`config.mk`:
```
export PLATFORM = sky130hd
export DESIGN_NAME = spin_readout
export DESIGN_NICKNAME = d
export VERILOG_FILES = /design/src/rtl/spin_readout.sv
export SDC_FILE = /design/constraint.sdc
export NUM_CORES = 1
export LEC_CHECK = 0
export CORE_MARGIN = 4
export CORE_UTILIZATION = 60
export CTS_CLUSTER_SIZE = 25
export DETAILED_ROUTE_END_ITERATION = 10
export PLACE_DENSITY_LB_ADDON = 0.2
export SYNTH_ARGS = -nofsm -noshare
export SYNTH_HDL_FRONTEND = slang
export SYNTH_SLANG_ARGS = --single-unit
```
`constraint.sdc`:
```
create_clock -name clk -period 3.62 [get_ports clk]
set_input_delay 0.724 -clock clk [delete_from_list [all_inputs] [get_ports clk]]
set_output_delay 0.724 -clock clk [all_outputs]
set_load 0.01 [all_outputs]
```
`src/rtl/spin_readout.sv`:
```
// spin_readout: runs a coupled-oscillator Ising network for a programmed time,
// then compares each cell's phase against cell 0 over a sampling window and
// commits a per-spin result bit (1 = out of phase for the majority of samples).
// Ports:
//   clk, axi_rstn          - clock, asynchronous active-low reset
//   start, run_cycles      - run request and anneal duration (latched on start)
//   ising_rstn             - network enable (low holds programmed spins)
//   osc_in                 - asynchronous cell outputs, bit 0 is the phase reference
//   busy, done             - activity flag, one-cycle completion pulse
//   rd_req, rd_addr        - register read strobe and select
//   rdata, rvalid          - read data, valid one cycle after rd_req
//   abort                  - only when SPIN_READOUT_ABORT_EN is defined
// Optional feature macro: SPIN_READOUT_ABORT_EN
module spin_readout #(
  parameter int unsigned NUM_SPINS     = 32,
  parameter int unsigned SAMPLE_CYCLES = 64
) (
  input  logic                 clk,
  input  logic                 axi_rstn,
  input  logic                 start,
  input  logic [31:0]          run_cycles,
  output logic                 ising_rstn,
  input  logic [NUM_SPINS-1:0] osc_in,
  output logic                 busy,
  output logic                 done,
  input  logic                 rd_req,
  input  logic [1:0]           rd_addr,
  output logic [31:0]          rdata,
  output logic                 rvalid
`ifdef SPIN_READOUT_ABORT_EN
  ,
  input  logic                 abort
`endif
);

  localparam int unsigned CW = $clog2(SAMPLE_CYCLES) + 1;
  localparam logic [CW-1:0] HALF = CW'(SAMPLE_CYCLES / 2);
  localparam logic [31:0] LAST_SAMPLE = 32'(SAMPLE_CYCLES - 1);

  typedef enum logic [1:0] {
    IDLE   = 2'd0,
    RUN    = 2'd1,
    SAMPLE = 2'd2,
    COMMIT = 2'd3
  } state_t;

  state_t               state, state_next;
  logic [NUM_SPINS-1:0] osc_meta, osc_sync;
  logic [31:0]          cnt, run_latch, result, result_nxt;
  logic [CW-1:0]        mcnt [NUM_SPINS];
  logic                 done_flag, abort_flag, abort_hit, status_rd;
  logic                 busy_nxt, ising_nxt, done_nxt;

`ifdef SPIN_READOUT_ABORT_EN
  assign abort_hit = abort && ((state == RUN) || (state == SAMPLE));
`else
  assign abort_hit = 1'b0;
`endif

  assign status_rd = rd_req && (rd_addr == 2'd1);

  // Two-flop synchronizer on the asynchronous cell outputs
  always_ff @(posedge clk or negedge axi_rstn) begin
    if (!axi_rstn) begin
      osc_meta <= '0;
      osc_sync <= '0;
    end else begin
      osc_meta <= osc_in;
      osc_sync <= osc_meta;
    end
  end

  // State register
  always_ff @(posedge clk or negedge axi_rstn) begin
    if (!axi_rstn) state <= IDLE;
    else           state <= state_next;
  end

  // Next-state logic; one down-counter serves both the anneal and the sample window
  always_comb begin
    state_next = state;
    case (state)
      IDLE:    if (start) state_next = RUN;
      RUN:     if (abort_hit) state_next = IDLE;
               else if (cnt == '0) state_next = SAMPLE;
      SAMPLE:  if (abort_hit) state_next = IDLE;
               else if (cnt == '0) state_next = COMMIT;
      COMMIT:  state_next = IDLE;
      default: state_next = IDLE;
    endcase
  end

  // Output decode from the next state so the registered outputs track the state register
  always_comb begin
    busy_nxt  = (state_next != IDLE);
    ising_nxt = (state_next == RUN) || (state_next == SAMPLE);
    done_nxt  = (state_next == COMMIT);
  end

  always_ff @(posedge clk or negedge axi_rstn) begin
    if (!axi_rstn) begin
      busy       <= 1'b0;
      ising_rstn <= 1'b0;
      done       <= 1'b0;
    end else begin
      busy       <= busy_nxt;
      ising_rstn <= ising_nxt;
      done       <= done_nxt;
    end
  end

  // Majority vote: strictly more than half the samples out of phase; bit 0 is the reference
  always_comb begin
    result_nxt = '0;
    for (int i = 1; i < NUM_SPINS; i++) result_nxt[i] = (mcnt[i] > HALF);
  end

  // Counters and result register
  always_ff @(posedge clk or negedge axi_rstn) begin
    if (!axi_rstn) begin
      cnt       <= '0;
      run_latch <= '0;
      result    <= '0;
      for (int i = 0; i < NUM_SPINS; i++) mcnt[i] <= '0;
    end else begin
      case (state)
        IDLE: begin
          if (start) begin
            cnt       <= run_cycles;
            run_latch <= run_cycles;
          end
        end
        RUN: begin
          if (abort_hit)       cnt <= '0;
          else if (cnt == '0)  cnt <= LAST_SAMPLE;
          else                 cnt <= cnt - 32'd1;
        end
        SAMPLE: begin
          if (abort_hit) begin
            cnt <= '0;
            for (int i = 0; i < NUM_SPINS; i++) mcnt[i] <= '0;
          end else begin
            if (cnt != '0) cnt <= cnt - 32'd1;
            for (int i = 0; i < NUM_SPINS; i++)
              mcnt[i] <= mcnt[i] + CW'(osc_sync[i] ^ osc_sync[0]);
          end
        end
        COMMIT: begin
          result <= result_nxt;
          for (int i = 0; i < NUM_SPINS; i++) mcnt[i] <= '0;
        end
        default: ;
      endcase
    end
  end

  // Sticky flags: a set in the same cycle as a status read wins
  always_ff @(posedge clk or negedge axi_rstn) begin
    if (!axi_rstn) begin
      done_flag  <= 1'b0;
      abort_flag <= 1'b0;
    end else begin
      if (state == COMMIT) done_flag <= 1'b1;
      else if (status_rd)  done_flag <= 1'b0;
      if (abort_hit)       abort_flag <= 1'b1;
      else if (status_rd)  abort_flag <= 1'b0;
    end
  end

  // Register read port, one cycle latency
  always_ff @(posedge clk or negedge axi_rstn) begin
    if (!axi_rstn) begin
      rvalid <= 1'b0;
      rdata  <= '0;
    end else begin
      rvalid <= rd_req;
      if (rd_req) begin
        case (rd_addr)
          2'd0:    rdata <= result;
          2'd1:    rdata <= {29'b0, abort_flag, done_flag, busy};
          2'd2:    rdata <= run_latch;
          default: rdata <= '0;
        endcase
      end
    end
  end

endmodule

```
# ---- Word-level counts from Yosys, hierarchy flattened
# Cells that the tools add are included.
dict set report totals {
  regBits 422
  latch_bits 0
  mem_bits_rw 0
  rom_bits 0
  inputBits 70
  elab_cells 174
  mem_count 0
}
dict set report classes {
  n_addsub 33
  multipliers 0
  n_div 0
  magnitude_cmp 31
  n_eq_ne 10
  n_shift 0
  muxes 12
  bitwise_logic 32
  n_reduce_logical 12
}
# op count
set ops {}
lappend ops {{$pmux W224 S2} 1}
lappend ops {{$add A7 B1 Y7} 32}
lappend ops {{$gt A7 B6 Y1 const B} 31}
lappend ops {{$pmux W32 S3} 2}
lappend ops {{$mux W32} 3}
lappend ops {{$logic_not A32 Y1} 1}
lappend ops {{$reduce_bool A32 Y1} 1}
lappend ops {{$sub A32 B1 Y32 const B} 1}
lappend ops {{$xor A1 B1 Y1} 32}
lappend ops {{$eq A2 B2 Y1 const B} 5}
lappend ops {{$pmux W2 S4} 1}
lappend ops {{$eq A2 B1 Y1 const B} 3}
lappend ops {{$mux W2} 3}
lappend ops {{$reduce_bool A2 Y1} 3}
lappend ops {{$logic_not A2 Y1} 2}
lappend ops {{$ne A2 B2 Y1 const B} 2}
lappend ops {{$reduce_and A3 Y1} 1}
lappend ops {{$reduce_bool A3 Y1} 1}
lappend ops {{$mux W1} 2}
lappend ops {{$reduce_and A2 Y1} 1}
lappend ops {{$logic_and A1 B1 Y1} 1}
lappend ops {{$logic_or A1 B1 Y1} 1}

# ---- Longest topological paths before layout
# Gate-level depths: netlist of run 1.
dict set report depth {
  depth_word 5
  ltp_mapped 10
}

# ---- Worst setup path after synthesis of run 1
# OpenSTA, ideal clock, no wires.
dict set report synth_timing {
  path_kind {reg-to-reg}
  from {register cnt[17]}
  to {register cnt[24]}
  setup_ns 0.121
  arrival_time_ns 2.790
  setup_slack_ns 0.709
  path_stages_with_launch 10
  path_buffers 3
  period_less_slack_ns 2.911
  path_cell_list {dfrtp_1 -> or4_1 -> or4_1 -> buf_2 -> or4_4 -> buf_6 -> o21ai_4 -> buf_6 -> o32ai_1 -> a22o_1}
}
dict set report synth_via {
  elab_chain_cells 3
  elab_cells_between_ends 8
}
# item line
set synth_rtl {}
lappend synth_rtl {{start: declaration} 49} ;# logic [31:0] cnt, run_latch, result, result_nxt;
lappend synth_rtl {{start signal: assignment} 129} ;# cnt <= run_cycles;
lappend synth_rtl {{start signal: assignment} 136} ;# else cnt <= cnt - 32'd1;
lappend synth_rtl {{start signal: assignment} 143} ;# if (cnt != '0) cnt <= cnt - 32'd1;
lappend synth_rtl {{$sub A32 B1 Y32, or another cell as far along} {136, 143}}
lappend synth_rtl {{$mux W32, or another cell as far along} 143}
lappend synth_rtl {{$pmux W32 S3 or $reduce_and A3 Y1 (tied branches)} n/a}
# Parallel ways exist; a longest one is shown, timed or not. The select of a mux whose other input is x is not followed.
# A chain may end at the register's enable or synchronous reset.

# ---- Final worst setup path of run 1
dict set report layout_timing {
  from {register cnt[17]}
  to {register cnt[6]}
}
dict set report layout_via {
  elab_chain_cells 3
  elab_cells_between_ends 6
}
# item line
set layout_rtl {}
lappend layout_rtl {{$logic_not A32 Y1 or $reduce_bool A32 Y1 (tied branches)} {135, 143}}
lappend layout_rtl {{$mux W32 or $ne A2 B2 Y1 (tied branches)} n/a}
lappend layout_rtl {{$pmux W32 S3 or $reduce_and A3 Y1 (tied branches)} n/a}
# Parallel ways exist; a longest one is shown, timed or not.

==> results of run 1 <==
[path summary, 6_finish.rpt]
check | to | cells after the start | slack (ps)
max | cnt[6] | 7 | 400
min | mcnt[128] | 1 | 220
max reg2reg | cnt[6] | 7 | 400
min reg2reg | osc_sync[23] | 0 | 330
max in group asynchronous | rvalid | 2 | 2410
min in group clk | osc_sync[23] | 0 | 330
[per-layer routing]
| layer | track usage (%) | up-vias | wire, um |
|---|---|---|---|
| met2 | 36.2 | 371 | 18000 |
| li1 | - | 6513 | - |
| met5 | 0 | - | 0 |
| met1 | 34.5 | 6748 | 18100 |
| met4 | 6.96 | 0 | 979 |
| met3 | 3.75 | 79 | 2340 |
[power groups by stage]
stage          registers [W]  logic, W  clock network (W)
3_5_place_dp         0.00484  0.000341                  0
3_3_place_gp         0.00484  0.000333                  0
2_1_floorplan        0.00482  0.000119                  0
4_1_cts              0.00476  0.000343            0.00474
5_1_grt              0.00476  0.000377            0.00493
6_report             0.00476  0.000335            0.00462
[critical path, cell delays in order, from the launching register on]
cell and delay [ps]:
dfrtp_1 430, or4_1 570, or4_1 640, or4_4 640
o21ai_4 250, buf_12 210, o32ai_1 110, a22o_1 240
[area by class of cell]
| cell class | count | area (um2) | share of cell area, % |
|---|---|---|---|
| tap | 396 | 495 | 2.26 |
| timing repair buffer | 132 | 1350 | 6.18 |
| multi-input combinational | 1255 | 7960 | 36.3 |
| clock inverter | 14 | 216 | 0.988 |
| sequential | 415 | 10400 | 47.4 |
| inverter | 52 | 195 | 0.891 |
| clock buffer | 65 | 1300 | 5.93 |
[sequential cells by signal, indices dropped and copies added (netlist names)]
name and count:
mcnt 217, cnt 32, osc_meta 32, osc_sync 32, rdata 32, run_latch 32
result 31, state 2, busy 1, done 1, done_flag 1, ising_rstn 1
rvalid 1
[stage by stage]
stage	power, W	std cells
after CTS	0.00984	2329
final	0.00972	2329
after global placement	0.00517	2250
after floorplan	0.00494	1812
after detailed placement	0.00518	2250
after global routing	0.0101	2329
[cells in the final DEF (no fill, tap or decap), types with 6 or more instances in the layout]
| master | n |
|---|---|
| o21ai_0 | 85 |
| buf_12 | 8 |
| nand4_1 | 62 |
| o32ai_1 | 6 |
| dfrtp_1 | 414 |
| nor3_1 | 45 |
| or3_1 | 64 |
| clkdlybuf4s50_1 | 103 |
| o21ai_1 | 11 |
| xor2_1 | 129 |
| buf_4 | 19 |
| nor2_1 | 255 |
| and3_1 | 7 |
| ha_1 | 69 |
| o2bb2ai_1 | 12 |
| a21o_1 | 8 |
| mux2_2 | 25 |
| o22ai_1 | 35 |
| clkbuf_1 | 9 |
| nor4_1 | 9 |
| clkbuf_16 | 44 |
| a21oi_1 | 130 |
| inv_1 | 52 |
| or4_1 | 6 |
| a22o_1 | 15 |
| clkbuf_8 | 12 |
| mux2i_1 | 94 |
| nand2_1 | 144 |
[kinds of logic (layout without fill, tap and decap cells)]
logic type,Yosys count,after routing
AND/OR/NAND/NOR,605,605
flip-flops,415,415
adder cells (fa/ha/maj),71,71
multiplexers,119,119
XOR/XNOR,130,130
buffers and inverters,142,263
AO/OA/AOI/OAI,330,330
==> out/metrics.yaml, run 1 <==
outcome: "completed"
clock_path_buffers: 3
finalCriticalPeriod_ps: 3220
core_area_um2: 30800
drt_wl_total_um: 39500
synth_mux_area_share_pct: 6.47
initial_core_util_pct: 61.2
ctsHtreeMaxLevel: 2
fin_tns_setup_ps: 0
synth-seq-cells: 415
dp_hpwl_um: 25300
cp_max_fo: 25
io_buffers: 105
setup_slack_ps: 401
combPwrFrac_pct: 3.4
fillCellCount: 2231
grt_setup_unrepaired: "no"
synth_top_flop_cell: "dfrtp_1"
synth_compound_area_share_pct: 10.3
clock_latency_ps: 540
r2r-start: "cnt[17]"
required_ps: 4030
fin_skew_ps: 21.6
dr.first_iter.drc_count: 1035
vias: 13711
hold_path_class: "input pin to asynchronous set/reset pin"
synth_top_family_by_area: "simple AND/OR/NAND/NOR gates"
antenna_found_initial: 0
gp_congestion: 0.931
die_h_um: 185
p_sw_share_pct: 20.9
finalCritPeriodShare_pct: 88.9
ys_warn_count: 0
crit_path_start: "cnt[17]"
cts_tree: "built"
synth_common_cells: "dfrtp_1 (415), nor2_1 (255), nand2_1 (144), a21oi_1 (131), xor2_1 (129)"
ios: 106
synth_edf_count: 0
cp.arrival_ps: 3630
slew_headroom_pct: 33.2
critPathCaptureType: "flip-flop"
grt_pass1_vias: 13511
synth_xor_area_share_pct: 6.03
row_count: 64
dr.pass1.iters: 5
drive_gt1_share_pct: 6.93
area_growth_pct: 16.0
p_sw_w: 0.00203
ys_types: 46
pre_cts_slack_ps: 455
cap_violations: 0
path_clk_slew_ps: 60
track_usage_pct: 23.4
hold_viol: 0
p_clk_share_pct: 47.6
grt_pass1_wl_um: 66500
final_core_util_pct: 71.1
leakagePower_nw: 10.2
syn_area_per_cell_um2: 10.4
design_area_um2: 21900
drc: 0
peakVddDrop_mv: 0.359
cts_made_buffers: 43
synth_cells: 1812
grt_max_degree: 196
yosys.area.top_type: "dfrtp_1"
p_seq_share_pct: 49.0
setup_violations: 0
yosysSeqAreaShare_pct: 55.0
ys_async_sr_fraction_pct: 100
cts_root_buffer: "clkbuf_16"
cts_sinks: 415
max_freq_ghz: 0.311
powerDensity_nw_per_um2: 444
worstMarginPinSlew_ps: 1000
synth_top_area_share_pct: 55.0
postCtsSetupBuffers: 0
dieWidth_um: 185
overflow: 0
dpl_cell_area_um2: 20400
cts_resized: 0
synth_fa_ha_area_share_pct: 4.70
synth_nets: 1953
diodes: 0
drv_slew: 0
drt-wirelength-per-cell_um: 16.9
worstSetupPathType: "flip-flop to flip-flop"
startpoint_type: "flip-flop"
hold_ws_ps: 223
via_per_inst: 5.89
finalNetCount: 2040
synth_area_leaders: "dfrtp_1 (55%), xor2_1 (6.0%), nor2_1 (5.1%)"
final_antenna_net_count: 0
synth_area_um2: 18900
p_int_w: 0.00769
synthSimpleGateAreaFrac_pct: 14.5
yosysMostFrequentCell: "dfrtp_1"
die-area_um2: 34400
cts_hold_buffers: 0
(Power assumes the default switching activity.)
==> inputs of run 2 (changes only) <==
--- a/config.mk
+++ b/config.mk
@@ -5,11 +5,14 @@
 export SDC_FILE = /design/constraint.sdc
 export NUM_CORES = 1
 export LEC_CHECK = 0
+export CELL_PAD_IN_SITES_DETAIL_PLACEMENT = 1
+export CELL_PAD_IN_SITES_GLOBAL_PLACEMENT = 1
 export CORE_MARGIN = 4
-export CORE_UTILIZATION = 60
+export CORE_UTILIZATION = 51
 export CTS_CLUSTER_SIZE = 25
 export DETAILED_ROUTE_END_ITERATION = 10
-export PLACE_DENSITY_LB_ADDON = 0.2
+export DONT_BUFFER_PORTS = 1
+export PLACE_DENSITY_LB_ADDON = 0.1
 export SYNTH_ARGS = -nofsm -noshare
 export SYNTH_HDL_FRONTEND = slang
 export SYNTH_SLANG_ARGS = --single-unit
==> out/metrics.yaml, run 2 (synthesis results as in run 1) <==
peakVddDrop_mv: 0.474
ios: 106
ctsHtreeMaxLevel: 2
grt_max_degree: 416
postCtsSetupBuffers: 0
slowest_stage: "or4_1"
overflow: 0
clock_path_buffers: 3
powerDensity_nw_per_um2: 460
drc: 0
area_growth_pct: 10.3
finalCriticalPeriod_ps: 3300
top_register: "mcnt"
worstSetupPathType: "flip-flop to flip-flop"
diodes: 0
cp.arrival_ps: 3750
p_sw_share_pct: 20.7
die_h_um: 200
max_freq_ghz: 0.303
final_core_util_pct: 57.0
vias: 13342
setup_slack_ps: 322
slew_headroom_pct: 13.6
die-area_um2: 40200
p_seq_share_pct: 49.6
cap_violations: 0
final_antenna_net_count: 0
finalNetCount: 1927
largest_register_ffs: 217
combPwrFrac_pct: 1.3
outcome: "finished, violations left"
drt-wirelength-per-cell_um: 19.2
dieWidth_um: 200
p_clk_share_pct: 49.0
cts_made_buffers: 45
cts_sinks: 415
p_sw_w: 0.00199
finalCritPeriodShare_pct: 91.1
initial_core_util_pct: 51.7
worstMarginPinSlew_ps: 1300
cts_root_buffer: "clkbuf_16"
clock_latency_ps: 560
grt_pass1_vias: 14355
io_buffers: 0
cp_slowest_stage_delay_ps: 640
p_int_w: 0.00760
hold_ws_ps: -140
row_count: 70
grt_setup_unrepaired: "no"
required_ps: 4070
power_w: 0.00959
cp_max_fo: 30
fin_skew_ps: 19.4
startpoint_type: "flip-flop"
gp_congestion: 0.806
core_area_um2: 36500
dr.pass1.iters: 4
fin_tns_setup_ps: 0
leakagePower_nw: 9.80
via_per_inst: 5.83
violations: "hold timing"
dr.first_iter.drc_count: 659
hold_viol: 81
dp_hpwl_um: 28000
grt_pass1_wl_um: 74600
drive_gt1_share_pct: 6.97
track_usage_pct: 22.1
cts_resized: 0
cts_tree: "built"
final_cell_mix: "dfrtp_1 (414), nor2_1 (255), nand2_1 (144)"
layout_commonest_cell: "dfrtp_1"
critPathCaptureType: "flip-flop"
crit_chain: "or4_1, or4_1, or4_4, o21ai_4, buf_4, o21ai_0, a22o_1"
hold_path_class: "input pin to asynchronous set/reset pin"
path_common_cell: "or4_1"
pre_cts_slack_ps: 341
drt_wl_total_um: 43900
setup_violations: 0
antenna_found_initial: 1
path_clk_slew_ps: 60
drv_slew: 0
-- run 2: cell types whose count changed in the layout (fill, tap and decap cells not counted), moves of 2 or more --
cell / previous run / this run
buf_4: 19 / 14
clkbuf_1: 9 / 7
clkbuf_8: 12 / 16
buf_12: 8 / 3
clkbuf_16: 44 / 47
clkinv_2: 5 / 8
clkdlybuf4s50_1: 103 / 0
bufinv_16: 5 / 2
-- run 2: final timing paths --
kind / startpoint / to / slack (ps) / depth (start not counted)
min in group clk: rd_req / rvalid / 190 / 0
worst min-delay path: axi_rstn / mcnt[111] / -140 / 0
worst max-delay path: cnt[17] / cnt[11] / 320 / 7
worst max register to register: cnt[17] / cnt[11] / 320 / 7
worst min register to register: osc_meta[5] / osc_sync[5] / 350 / 0
max in group asynchronous: axi_rstn / result[7] / 2710 / 0
-- run 2: area by class of cell --
cell class	count	area (um2)
Fill cell	3920	15700
Sequential cell	415	10400
Multi-Input combinational cell	1255	7960
Clock buffer	70	1420
Tap cell	468	586
Inverter	52	195
Timing Repair Buffer	17	165
Clock inverter	12	116
-- run 2: stage by stage --
step                instances  instance area [um2]
floorplan                1812                18900
finish                   2289                20800
global placement         2207                19300
CTS                      2289                20800
detailed placement       2207                19300
global route             2289                20800
-- run 2: metal layers --
layer / track usage (%) / part of all wire [%] / routed length (um)
met5: 0 / 0.016 / 7
met4: 6.17 / 2.3 / 1030
met3: 4.17 / 4.3 / 1890
met2: 36.1 / 47 / 20600
met1: 30.5 / 46 / 20300
-- run 2: power groups by stage --
stage / Sequential (W) / Clock (W) / Combinational (W)
floorplan: 0.00482 / 0 / 0.000119
global placement: 0.00484 / 0 / 0.000120
detailed placement: 0.00484 / 0 / 0.000129
CTS: 0.00476 / 0.00482 / 0.000130
global route: 0.00476 / 0.00503 / 0.000146
finish: 0.00476 / 0.00470 / 0.000127
-- run 2: worst max-delay path, delay by kind of cell, from the launching register on --
| kind | cells | cell delay (ps) |
|---|---|---|
| AND/OR/NAND/NOR | 3 | 1860 |
| buffers and inverters | 1 | 330 |
| AO/OA/AOI/OAI | 3 | 560 |
| flip-flops | 1 | 420 |
